$ cat config.mk
export PLATFORM = sky130hd
export DESIGN_NAME = merge2_arbiter_flat
export DESIGN_NICKNAME = d
export VERILOG_FILES = /design/src/rtl/noc_pkg.sv /design/src/rtl/merge2_arbiter_if.sv /design/src/rtl/flit_skid_buffer.sv /design/src/rtl/merge2_arbiter.sv /design/src/flat_wrapper.sv
export SDC_FILE = /design/constraint.sdc
export NUM_CORES = 1
export LEC_CHECK = 0
export BUFFER_PORTS_ARGS = -buffer_cell sky130_fd_sc_hd__buf_2
export CAP_MARGIN = 0
export CORE_MARGIN = 10
export CORE_UTILIZATION = 35
export CTS_BUF_LIST = sky130_fd_sc_hd__clkbuf_4
export DETAILED_ROUTE_END_ITERATION = 7
export GPL_TIMING_DRIVEN = 0
export HOLD_SLACK_MARGIN = 0.06
export PLACE_DENSITY = 0.63
export SETUP_SLACK_MARGIN = 0.02
export SLEW_MARGIN = 20
export SYNTH_ARGS = -nofsm -noshare
export SYNTH_HDL_FRONTEND = slang
export SYNTH_HIERARCHICAL = 1
export SYNTH_SLANG_ARGS = --single-unit
$ cat constraint.sdc
create_clock -name CLK -period 1.97 [get_ports CLK]
set_clock_uncertainty 0.2 [all_clocks]
set_input_delay 0.394 -clock CLK [delete_from_list [all_inputs] [get_ports CLK]]
set_output_delay 0.394 -clock CLK [all_outputs]
set_load 0.05 [all_outputs]
$ cat src/rtl/noc_pkg.sv
`default_nettype none
// ============================================================================
// Package     : noc_pkg
// Description : Shared flit and arbiter-state definitions for the NoC router.
// Revision    : 1.0 - initial release
// ============================================================================
package noc_pkg;

    localparam int FLIT_W   = 9;
    localparam int TAIL_BIT = FLIT_W - 1;

    typedef logic [FLIT_W-1:0] flit_t;

    typedef enum logic [1:0] {
        IDLE  = 2'd0,
        LOCK0 = 2'd1,
        LOCK1 = 2'd2
    } arb_state_t;

    function automatic logic is_tail(input flit_t f);
        return f[TAIL_BIT];
    endfunction

endpackage
`default_nettype wire

$ cat src/rtl/merge2_arbiter_if.sv
`default_nettype none
// ============================================================================
// Interface   : merge2_arbiter_if
// Description : Two input flit streams and one merged output stream.
// Revision    : 1.0 - initial release
// ============================================================================
interface merge2_arbiter_if;
    import noc_pkg::*;

    flit_t in0_data;
    logic  in0_valid;
    logic  in0_ready;
    flit_t in1_data;
    logic  in1_valid;
    logic  in1_ready;
    flit_t out_data;
    logic  out_valid;
    logic  out_ready;
    logic  out_src;

    // master: the merge block itself; slave: the surrounding sources and sink
    modport master (
        input  in0_data, in0_valid, in1_data, in1_valid, out_ready,
        output in0_ready, in1_ready, out_data, out_valid, out_src
    );

    modport slave (
        output in0_data, in0_valid, in1_data, in1_valid, out_ready,
        input  in0_ready, in1_ready, out_data, out_valid, out_src
    );

endinterface
`default_nettype wire

$ cat src/rtl/flit_skid_buffer.sv
`default_nettype none
// ============================================================================
// Module      : flit_skid_buffer
// Description : Two-entry FIFO with valid/ready on both sides and a registered
//               has-space flag used as the upstream ready.
// Revision    : 1.0 - initial release
// ============================================================================
module flit_skid_buffer #(
    parameter int WIDTH = 10
) (
    input  wire logic             clk,
    input  wire logic             rst,
    input  wire logic [WIDTH-1:0] i_in_data,
    input  wire logic             i_in_valid,
    output      logic             o_in_ready,
    output      logic [WIDTH-1:0] o_out_data,
    output      logic             o_out_valid,
    input  wire logic             i_out_ready
);

    logic [WIDTH-1:0] r_mem_q [2];
    logic [WIDTH-1:0] w_mem_d [2];
    logic             r_wr_ptr_q, w_wr_ptr_d;
    logic             r_rd_ptr_q, w_rd_ptr_d;
    logic [1:0]       r_count_q,  w_count_d;
    logic             r_space_q,  w_space_d;
    logic             w_push;
    logic             w_pop;

    assign w_push = i_in_valid && r_space_q;
    assign w_pop  = (r_count_q != 2'd0) && i_out_ready;

    always_comb begin
        w_mem_d    = r_mem_q;
        w_wr_ptr_d = r_wr_ptr_q;
        w_rd_ptr_d = r_rd_ptr_q;
        w_count_d  = r_count_q;
        if (w_push) begin
            w_mem_d[r_wr_ptr_q] = i_in_data;
            w_wr_ptr_d          = ~r_wr_ptr_q;
        end
        if (w_pop) begin
            w_rd_ptr_d = ~r_rd_ptr_q;
        end
        case ({w_push, w_pop})
            2'b10:   w_count_d = r_count_q + 2'd1;
            2'b01:   w_count_d = r_count_q - 2'd1;
            default: w_count_d = r_count_q;
        endcase
        // Space reflects the occupancy after this edge, so a full buffer
        // deasserts ready in the very next cycle.
        w_space_d = (w_count_d < 2'd2);
    end

    always_ff @(posedge clk) begin
        if (rst) begin
            r_mem_q[0] <= '0;
            r_mem_q[1] <= '0;
            r_wr_ptr_q <= 1'b0;
            r_rd_ptr_q <= 1'b0;
            r_count_q  <= 2'd0;
            r_space_q  <= 1'b1;
        end else begin
            r_mem_q    <= w_mem_d;
            r_wr_ptr_q <= w_wr_ptr_d;
            r_rd_ptr_q <= w_rd_ptr_d;
            r_count_q  <= w_count_d;
            r_space_q  <= w_space_d;
        end
    end

    assign o_in_ready  = r_space_q;
    assign o_out_valid = (r_count_q != 2'd0);
    assign o_out_data  = r_mem_q[r_rd_ptr_q];

endmodule
`default_nettype wire

$ cat src/rtl/merge2_arbiter.sv
`default_nettype none
// ============================================================================
// Module      : merge2_arbiter
// Description : Two-input wormhole merge, packet-granular round-robin, with a
//               two-entry output skid buffer carrying {src, flit}.
// Revision    : 1.0 - initial release
// ============================================================================
module merge2_arbiter
    import noc_pkg::*;
(
    input wire logic           CLK,
    input wire logic           RESET,
    merge2_arbiter_if.master   bus
);

    arb_state_t r_state_q, w_state_d;
    logic       r_prio_q,  w_prio_d;

    logic       w_grant0;
    logic       w_grant1;
    logic       w_req;
    logic       w_space;
    logic       w_push;
    logic       w_sel_src;
    flit_t      w_sel_flit;
    logic [FLIT_W:0] w_buf_in;
    logic [FLIT_W:0] w_buf_out;
    logic       w_buf_valid;

    // Grant is combinational so a head flit transfers in its first cycle.
    always_comb begin
        w_grant0 = 1'b0;
        w_grant1 = 1'b0;
        case (r_state_q)
            IDLE: begin
                if (bus.in0_valid && (!bus.in1_valid || !r_prio_q)) begin
                    w_grant0 = 1'b1;
                end else if (bus.in1_valid) begin
                    w_grant1 = 1'b1;
                end
            end
            LOCK0:   w_grant0 = 1'b1;
            LOCK1:   w_grant1 = 1'b1;
            default: begin
                w_grant0 = 1'b0;
                w_grant1 = 1'b0;
            end
        endcase
    end

    assign w_req      = (w_grant0 && bus.in0_valid) || (w_grant1 && bus.in1_valid);
    assign w_push     = w_req && w_space;
    assign w_sel_src  = w_grant1;
    assign w_sel_flit = w_grant1 ? bus.in1_data : bus.in0_data;
    assign w_buf_in   = {w_sel_src, w_sel_flit};

    always_comb begin
        w_state_d = r_state_q;
        w_prio_d  = r_prio_q;
        if (w_push) begin
            if (is_tail(w_sel_flit)) begin
                w_state_d = IDLE;
                w_prio_d  = ~w_sel_src;
            end else begin
                w_state_d = w_sel_src ? LOCK1 : LOCK0;
            end
        end
    end

    always_ff @(posedge CLK) begin
        if (RESET) begin
            r_state_q <= IDLE;
            r_prio_q  <= 1'b0;
        end else begin
            r_state_q <= w_state_d;
            r_prio_q  <= w_prio_d;
        end
    end

    flit_skid_buffer #(
        .WIDTH (FLIT_W + 1)
    ) u_out_buf (
        .clk         (CLK),
        .rst         (RESET),
        .i_in_data   (w_buf_in),
        .i_in_valid  (w_req),
        .o_in_ready  (w_space),
        .o_out_data  (w_buf_out),
        .o_out_valid (w_buf_valid),
        .i_out_ready (bus.out_ready)
    );

    // Outputs read as zero throughout the reset cycle itself.
    assign bus.in0_ready = w_grant0 && w_space && !RESET;
    assign bus.in1_ready = w_grant1 && w_space && !RESET;
    assign bus.out_valid = w_buf_valid && !RESET;
    assign bus.out_data  = RESET ? '0 : w_buf_out[FLIT_W-1:0];
    assign bus.out_src   = RESET ? 1'b0 : w_buf_out[FLIT_W];

endmodule
`default_nettype wire

$ cat src/flat_wrapper.sv
// flat-port wrapper written by rule: the top's interface ports become plain ports
module merge2_arbiter_flat import noc_pkg::*;
  (CLK, RESET, bus_in0_data, bus_in0_valid, bus_in1_data, bus_in1_valid, bus_out_ready, bus_in0_ready, bus_in1_ready, bus_out_data, bus_out_valid, bus_out_src);
  merge2_arbiter_if bus_i ();
  input wire logic CLK;
  input wire logic RESET;
  input wire logic [$bits(bus_i.in0_data)-1:0] bus_in0_data;
  input wire logic [$bits(bus_i.in0_valid)-1:0] bus_in0_valid;
  input wire logic [$bits(bus_i.in1_data)-1:0] bus_in1_data;
  input wire logic [$bits(bus_i.in1_valid)-1:0] bus_in1_valid;
  input wire logic [$bits(bus_i.out_ready)-1:0] bus_out_ready;
  output wire logic [$bits(bus_i.in0_ready)-1:0] bus_in0_ready;
  output wire logic [$bits(bus_i.in1_ready)-1:0] bus_in1_ready;
  output wire logic [$bits(bus_i.out_data)-1:0] bus_out_data;
  output wire logic [$bits(bus_i.out_valid)-1:0] bus_out_valid;
  output wire logic [$bits(bus_i.out_src)-1:0] bus_out_src;
  assign bus_i.in0_data = bus_in0_data;
  assign bus_i.in0_valid = bus_in0_valid;
  assign bus_i.in1_data = bus_in1_data;
  assign bus_i.in1_valid = bus_in1_valid;
  assign bus_i.out_ready = bus_out_ready;
  assign bus_in0_ready = bus_i.in0_ready;
  assign bus_in1_ready = bus_i.in1_ready;
  assign bus_out_data = bus_i.out_data;
  assign bus_out_valid = bus_i.out_valid;
  assign bus_out_src = bus_i.out_src;
  merge2_arbiter u_core (.CLK(CLK), .RESET(RESET), .bus(bus_i));
endmodule
# Yosys cells after proc, flatten, opt, wreduce, memory -nomap -nowiden
# Cells that the tools add are included.
# classes
n_reduce_logical	19
magnitude_cmp	4
mux	17
eq_ne	4
n_addsub	2
n_bitwise	5
# op_table
operator	count
two-way mux 10 bit	4
bitwise mux 20 bit	1
two-way mux 9 bit	2
logical AND 1 bit	11
demux 10 bit (select 1 bit)	1
equality test 2 x 1 -> 1 bit, second input constant	2
equality test 2 bit, second input constant	2
greater-or-equal comparator 2 bit, second input constant	2
two-way mux 1 bit	4
two-way mux 2 bit	2
NOT 1 -> 2 bit	2
one-hot mux 1 bit (2 select lines)	2
one-hot mux 2 bit (2 select lines)	1
zero test 1 bit	3
NOT 1 bit	3
adder 2 x 1 -> 2 bit, second input constant	1
zero test 2 bit	1
logical OR 1 bit	2
< comparator 2 x 1 -> 1 bit, second input constant	1
< comparator 2 bit, second input constant	1
AND reduction 2 bit	1
nonzero test 2 bit	1
subtractor 2 x 1 -> 2 bit, second input constant	1
# totals
out_inout_bits	13
wordCells	59
ff_bits	28
input_bits	23

# Longest topological paths before layout
# Gate-level depths: netlist (run 1).
# depth
depth_word	11
mapped_depth	7
ltp_nobuf	7

# By module
# The synthesis (run 1) kept the hierarchy.
# modules_own_cells
mod	n_inst	area_each_um2	seq_area_each_um2	cells_per_inst
flit_skid_buffer	1	1071.0	500.5	110
merge2_arbiter	1	376.6	60.1	46

# Least setup slack after synthesis (run 1)
# OpenSTA, ideal clock, no wires.
# synth_path
path_type	input port to output port
startpoint	input RESET
endpoint	output bus_in0_ready
required_time_ps	1376
path_slack_ps	-870
stages	2
arrival_ps	2246
path_cell_list	clkbuf_1 > nor4b_1
# synth_via
elab_chain_cells	2
# synth_rtl
item	line	source
from (decl)	flat_wrapper.sv:6	input wire logic RESET;
zero test 1 bit	merge2_arbiter.sv:94	assign bus.in0_ready = w_grant0 && w_space && !RESET;
logical AND 1 bit	merge2_arbiter.sv:94	
to (decl)	flat_wrapper.sv:12	output wire logic [$bits(bus_i.in0_ready)-1:0] bus_in0_ready;
# No other way between the ends.

# Worst setup path after layout (run 1)
# layout_path
startpoint	register u_core.u_out_buf.r_rd_ptr_q
endpoint	output bus_out_data[1]
# layout_via
elab_chain_cells	5
# layout_rtl
item	line	source
from (decl)	flit_skid_buffer.sv:24	logic r_rd_ptr_q, w_rd_ptr_d;
from (signal assigned)	flit_skid_buffer.sv:66	r_rd_ptr_q <= w_rd_ptr_d;
NOT 1 -> 2 bit (not written as such)	flit_skid_buffer.sv:74	assign o_out_data = r_mem_q[r_rd_ptr_q];
two-way mux 10 bit (not written as such) (3 in series)	flit_skid_buffer.sv:74	
named net u_core.w_buf_out[1]	merge2_arbiter.sv:27	logic [FLIT_W:0] w_buf_out;
two-way mux 9 bit	merge2_arbiter.sv:97	assign bus.out_data = RESET ? '0 : w_buf_out[FLIT_W-1:0];
to (decl)	flat_wrapper.sv:14	output wire logic [$bits(bus_i.out_data)-1:0] bus_out_data;
# The timed path passes the listed nets, and every way through them passes these cells. The select of a mux whose other input is x is not followed.

==> results of run 1 <==
-- stage by stage --
| stage | instances | hold WS [ns] | worst slack, ns | TNS [ns] |
|---|---|---|---|---|
| finish | 252 | 0.1512 | -0.09265 | -0.8480 |
| global placement | 241 | 0.2397 | -0.2475 | -2.178 |
| CTS | 248 | 0.06151 | -0.1195 | -1.105 |
| global route | 252 | 0.1628 | -0.1524 | -1.447 |
| floorplan | 156 | 0.2329 | -0.01737 | -0.01737 |
| detailed placement | 241 | 0.2466 | -0.2364 | -2.141 |
-- cell families (layout without fill, tap and decap cells) --
logic type	after synthesis	after routing	share of synthesized area [%]
mux	31	31	23.16
simple gates	65	65	22.65
xor+xnor	3	3	1.815
compound gates	19	19	8.903
fa+ha+maj	1	1	0.8642
buf+inv	9	55	3.889
flops	28	28	38.72
-- worst max-delay path, stage by stage, from the launching register on --
cell       delay, ns
dfxtp_4         0.41
clkbuf_16       0.15
mux2_4          0.30
nor2b_4         0.13
buf_6           0.15
-- power groups by stage --
stage / logic [W] / clock network (W) / registers, W
floorplan: 0.000807 / 0 / 0.000781
global placement: 0.000979 / 0 / 0.000803
detailed placement: 0.000985 / 0 / 0.000806
CTS: 0.00112 / 0.000242 / 0.000802
global route: 0.00136 / 0.000265 / 0.000845
finish: 0.00127 / 0.000230 / 0.000826
-- routing by layer --
metal | track usage (%) | share of wire, %
met5 | 0 | 0
met2 | 15.42 | 48
met1 | 12.16 | 46
met4 | 2.283 | 1.0
met3 | 3.575 | 5.0
-- layout make-up --
type	instances	area, um^2	area share, %
plain buffers	8	70.07	3.425
clock buffers	3	22.52	1.101
inverters	1	3.754	0.1835
multi-input cells	119	967.2	47.28
flip-flops and latches	28	575.6	28.13
well taps	50	62.56	3.058
repair buffers	43	344.1	16.82
-- synthesized netlist by cell type (2+ instances only) --
cell type	number
dfxtp_1	28
mux2i_1	11
nand2_1	25
a21oi_1	11
mux2_2	20
buf_2	3
clkbuf_1	2
nor2b_1	14
a21oi_2	2
and3_1	3
buf_6	2
nor2_1	15
xnor2_1	2
-- path summary, 6_finish.rpt --
| path | from | slack, ns | to | depth (start not counted) |
|---|---|---|---|---|
| setup / recovery | u_core/u_out_buf/r_rd_ptr_q | -0.09 | bus_out_data[1] | 4 |
| hold reg to reg | u_core/u_out_buf/r_mem_q[2] | 0.27 | u_core/u_out_buf/r_mem_q[2] | 2 |
| setup reg to reg | u_core/r_state_q[1] | 0.10 | flop | 7 |
| hold / removal | bus_in1_data[8] | 0.15 | u_core/r_state_q[1] | 3 |
-- flip-flops by register name (all words and copies together), names as in the netlist, named ones only --
signal,count
u_core/u_out_buf/o_in_ready,1
u_core/r_prio_q,1
u_core/u_out_buf/r_count_q,1
u_core/r_state_q,2
u_core/u_out_buf/r_mem_q,20
u_core/u_out_buf/r_wr_ptr_q,1
u_core/u_out_buf/r_rd_ptr_q,1
-- what timing repair did --
item | 4_1_cts | 5_1_grt
gates resized for setup | 40 | 27
setup buffers | 4 | 2
endpoints found under the setup margin | 25 | 18
gates cloned | 0 | 1
pin swaps | 1 | 3
endpoints found under the hold margin | 0 | 1
hold buffers | 0 | 1
==> impl_metrics.tcl, run 1 <==
set metrics [dict create \
    cts_max_level 1 \
    final_max_slew_viol_count 0 \
    crit_path_max_fanout 5 \
    gp_congestion 0.7610 \
    comb_power_share_pct 54.6 \
    yosys_most_used_dff "dfxtp_1" \
    status "finished with violations" \
    async_flop_share_pct 0 \
    overflow 0 \
    finalHoldViolations 0 \
    area_growth_pct 41.31 \
    clock-sinks 28 \
    die_width_um 84.31 \
    diodes 0 \
    p_leak_nw 0.8742 \
    power_frac_seq_pct 35.6 \
    layout_common_cells "nand2_1, buf_2, dfxtp_1" \
    required_ns 1.38 \
    fin_area_mm2 0.002046 \
    drive_gt1_share_pct 49.50 \
    row_count 23 \
    cts_buffers 3 \
    wire_per_inst_um 14.48 \
    p_clk_share_pct 9.9 \
    fillerInstances 367 \
    synth_top_area_share_pct 38.72 \
    failed_checks "negative setup slack" \
    grt_max_degree 15 \
    yosys_warnings 6 \
    first_pass_iters 4 \
    cts_root_buf "clkbuf_4" \
    rsz0062_at_grt "true" \
    p_sw_w 0.0008703 \
    die_y_um 84.31 \
    fmax_mhz 484.8 \
    synth_cell_type_count 31 \
    routed_via_density 4.857 \
    num_io_pins 36 \
    antenna_found_initial 0 \
    irDropWorstVdd_mv 0.7475 \
    tritoncts "built" \
    core_mm2 0.004000 \
    syn_nets 180 \
    ys_top_cells_by_area "dfxtp_1, mux2_2, mux2i_1, nand2_1, nor2b_1" \
    hold_class "in2reg" \
    layout_commonest_cell "nand2_1" \
    syn-cell-area_mm2 0.001448 \
    drt-total-wl_mm 3.649 \
    finalPower_w 0.002325 \
    setup_ws_ns -0.09265 \
    dr.first_iter.drc_count 72 \
    setup-violations-final 11 \
    maxCapViolations 0 \
    slew_headroom_pct 68.05 \
    power_density_mw_per_mm2 1136 \
    sw_frac_of_total_pct 37.44 \
    arrival_ns 1.47 \
    grt_pass1_wl_mm 5.906 \
    yosys.area.top_type "dfxtp_1" \
    track_usage_pct 9.734 \
    grt_pass1_vias 1207 \
    syn_avg_cell_area_um2 9.280 \
    clock_latency_ns 0.32 \
    path_class "reg2out" \
    syn_inst 156 \
    nNetsFinal 228 \
    tightest_slew_ns 0.4793 \
    io_buffers 35 \
    die_area_mm2 0.007108 \
    drc 0 \
    critPathLaunchType "flop" \
    cts_buffer_depth 2 \
    ys_ff_latch 28 \
    p_int_w 0.001454 \
    period_needed_ns 2.063 \
    ant_nets 0 \
    crit_path_end_kind "output pin" \
    synth-edff-count 0 \
    period_share_pct 104.7 \
    post-route-util_pct 51.14 \
    yosysSeqAreaShare_pct 38.72 \
    dpl-instance-area_mm2 0.001730 \
    vias 1224 \
    start_util_pct 36.19 \
    dp_hpwl_mm 2.534 \
    clk_pin_slew_ns 0.14 \
]
Note: power is estimated with default switching activity, not from simulation.
==> run 2, diff against run 1 <==
--- a/config.mk
+++ b/config.mk
@@ -11,7 +11,6 @@
 export CORE_UTILIZATION = 35
 export CTS_BUF_LIST = sky130_fd_sc_hd__clkbuf_4
 export DETAILED_ROUTE_END_ITERATION = 7
-export GPL_TIMING_DRIVEN = 0
 export HOLD_SLACK_MARGIN = 0.06
 export PLACE_DENSITY = 0.63
 export SETUP_SLACK_MARGIN = 0.02
==> constraint.sdc (replaced) <==
create_clock -name CLK -period 1.7 [get_ports CLK]
set_clock_uncertainty 0.2 [all_clocks]
set_input_delay 0.34 -clock CLK [delete_from_list [all_inputs] [get_ports CLK]]
set_output_delay 0.34 -clock CLK [all_outputs]
set_load 0.05 [all_outputs]
==> run 2 against run 1 <==
Effect of this change:
- the run still ends with negative setup slack left
- cell area grew 20%
- register-to-register slack worse by 0.29 ns
- global-route usage rose by 1.5 points
- sequential power rose by 12%
- critical endpoint is now bus_out_src
- largest power group unchanged
==> impl_metrics.tcl, run 2 (same netlist as run 1, synthesis figures left out) <==
set metrics [dict create \
    ant_nets 0 \
    arrival_ns 1.43 \
    num_io_pins 36 \
    holdPathEnd "u_core/r_state_q[1]" \
    dpl-instance-area_mm2 0.001958 \
    period_share_pct 115.7 \
    clock-sinks 28 \
    grt_pass1_wl_mm 6.803 \
    antenna_found_initial 0 \
    io_buffers 35 \
    area_growth_pct 69.40 \
    track_usage_pct 11.20 \
    irDropWorstVdd_mv 0.9734 \
    cts_buffers 3 \
    gp_congestion 0.7581 \
    setup-violations-final 34 \
    crit_path_max_fanout 6 \
    hold_start "bus_in1_data[8]" \
    grt_max_degree 18 \
    critPathLaunchType "flop" \
    routed_via_density 4.897 \
    setup_ws_ns -0.2662 \
    maxCapViolations 0 \
    regToRegSetupSlack_ns -0.19 \
    tightest_slew_ns 0.3727 \
    fillerInstances 326 \
    status "finished with violations" \
    die_area_mm2 0.007108 \
    grt_pass1_vias 1486 \
    r2r-end "u_core/u_out_buf/r_mem_q[13]" \
    failed_checks "negative setup slack" \
    clk_pin_slew_ns 0.16 \
    drive_gt1_share_pct 63.80 \
    vias 1327 \
    clock_latency_ns 0.33 \
    post-route-util_pct 61.31 \
    cts_buffer_depth 2 \
    rsz0062_at_grt "true" \
    slew_headroom_pct 74.89 \
    dr.first_iter.drc_count 89 \
    r2r.worst_path.cells 8 \
    p_leak_nw 1.075 \
    slowest_stage "dfxtp_2" \
    period_needed_ns 1.966 \
    start_util_pct 36.19 \
    die_y_um 84.31 \
    layout_common_cells "buf_2, dfxtp_1, buf_4" \
    wire_per_inst_um 15.33 \
    fmax_mhz 508.6 \
    nNetsFinal 246 \
    hold_class "in2reg" \
    cts_max_level 1 \
    fin_area_mm2 0.002452 \
    cts_root_buf "clkbuf_4" \
    holdWs_ns 0.09665 \
    overflow 0 \
    finalHoldViolations 0 \
    drc 0 \
    crit_path_end_kind "output pin" \
    largest_reg_flops 20 \
    reg_top3 "u_core/u_out_buf/r_mem_q (20), u_core/r_state_q (2)" \
    final_max_slew_viol_count 0 \
    slowest_delay_ns 0.37 \
    diodes 0 \
    power_density_mw_per_mm2 1339 \
    path_class "reg2out" \
    drt-total-wl_mm 4.155 \
    dp_hpwl_mm 2.607 \
    core_mm2 0.004000 \
    tritoncts "built" \
    die_width_um 84.31 \
    dpl_worst_slack_ns -0.2293 \
    required_ns 1.16 \
    row_count 23 \
    crit_path_cell_trace "buf_6 -> mux2_4 -> nor2b_4 -> buf_8" \
    r2r-start "u_core/r_state_q[1]" \
    first_pass_iters 4 \
    hold_depth 3 \
    largest_register "u_core/u_out_buf/r_mem_q" \
]
## run 2: changes by cell type in the layout (fill, tap and decap cells not counted), moves of 3 or more
cell     before  now
a21oi_1      11    7
a21oi_2       2    6
buf_12        0    4
buf_4         8   21
mux2_2       11    0
mux2_4        9   20
nand2_1      25   15
nand2_2       0    9
nor2b_1       4    1
## run 2: power by group
group	internal [W]	switching, W
sequential	0.000816	0.000110
combinational	0.00106	0.000851
clock	0.000238	0.000204
total	0.00212	0.00117
## run 2: worst max-delay path, delay by kind of cell (launching register included)
kind	cells	cell delay (ns)
flip-flops	1	0.37
multiplexers	1	0.31
AND/OR/NAND/NOR	1	0.13
buffers and inverters	2	0.28
## run 2: per-stage QoR
step	setup TNS [ns]	total power, W	cells
2_1_floorplan	-0.2359	0.001922	156
3_3_place_gp	-1.916	0.002279	253
3_5_place_dp	-2.187	0.002297	253
4_1_cts	-5.067	0.003200	268
5_1_grt	-7.750	0.003455	271
6_report	-5.701	0.003283	271
## run 2: worst max path at each step
stage | from | slack [ns] | endpoint | depth (start not counted)
2_1_floorplan | RESET | -0.15 | bus_in0_ready | 2
3_3_place_gp | bus_in0_valid | -0.18 | flop | 8
3_5_place_dp | bus_in0_valid | -0.23 | flop | 8
4_1_cts | u_core/u_out_buf/r_rd_ptr_q | -0.27 | bus_out_data[1] | 4
5_1_grt | u_core/u_out_buf/r_rd_ptr_q | -0.32 | bus_out_data[1] | 4
6_report | u_core/u_out_buf/r_rd_ptr_q | -0.27 | bus_out_src | 4
## run 2: what timing repair did
item | 4_1_cts | 5_1_grt
pin swaps | 7 | 8
buffers inserted | 9 | 3
resized for setup | 75 | 13
gates cloned | 1 | 1
hold endpoints to repair | 1 | 0
hold buffers | 1 | 0
setup endpoints to repair | 28 | 37
## run 2: cell type report
cell class,instances,area [um^2],share of cell area [%]
clock buffers,3,22.52,0.9184
clock inverters,1,30.03,1.224
inverters,1,3.754,0.1531
multi-input cells,120,1141,46.53
flip-flops and latches,28,570.5,23.27
well taps,50,62.56,2.551
repair buffers,68,621.8,25.36
## run 2: routing by layer
layer / track usage (%) / part of all wire (%)
met1: 11.66 / 41
met5: 0 / 0
met4: 3.349 / 1.2
met2: 20.95 / 51
met3: 3.285 / 6.3
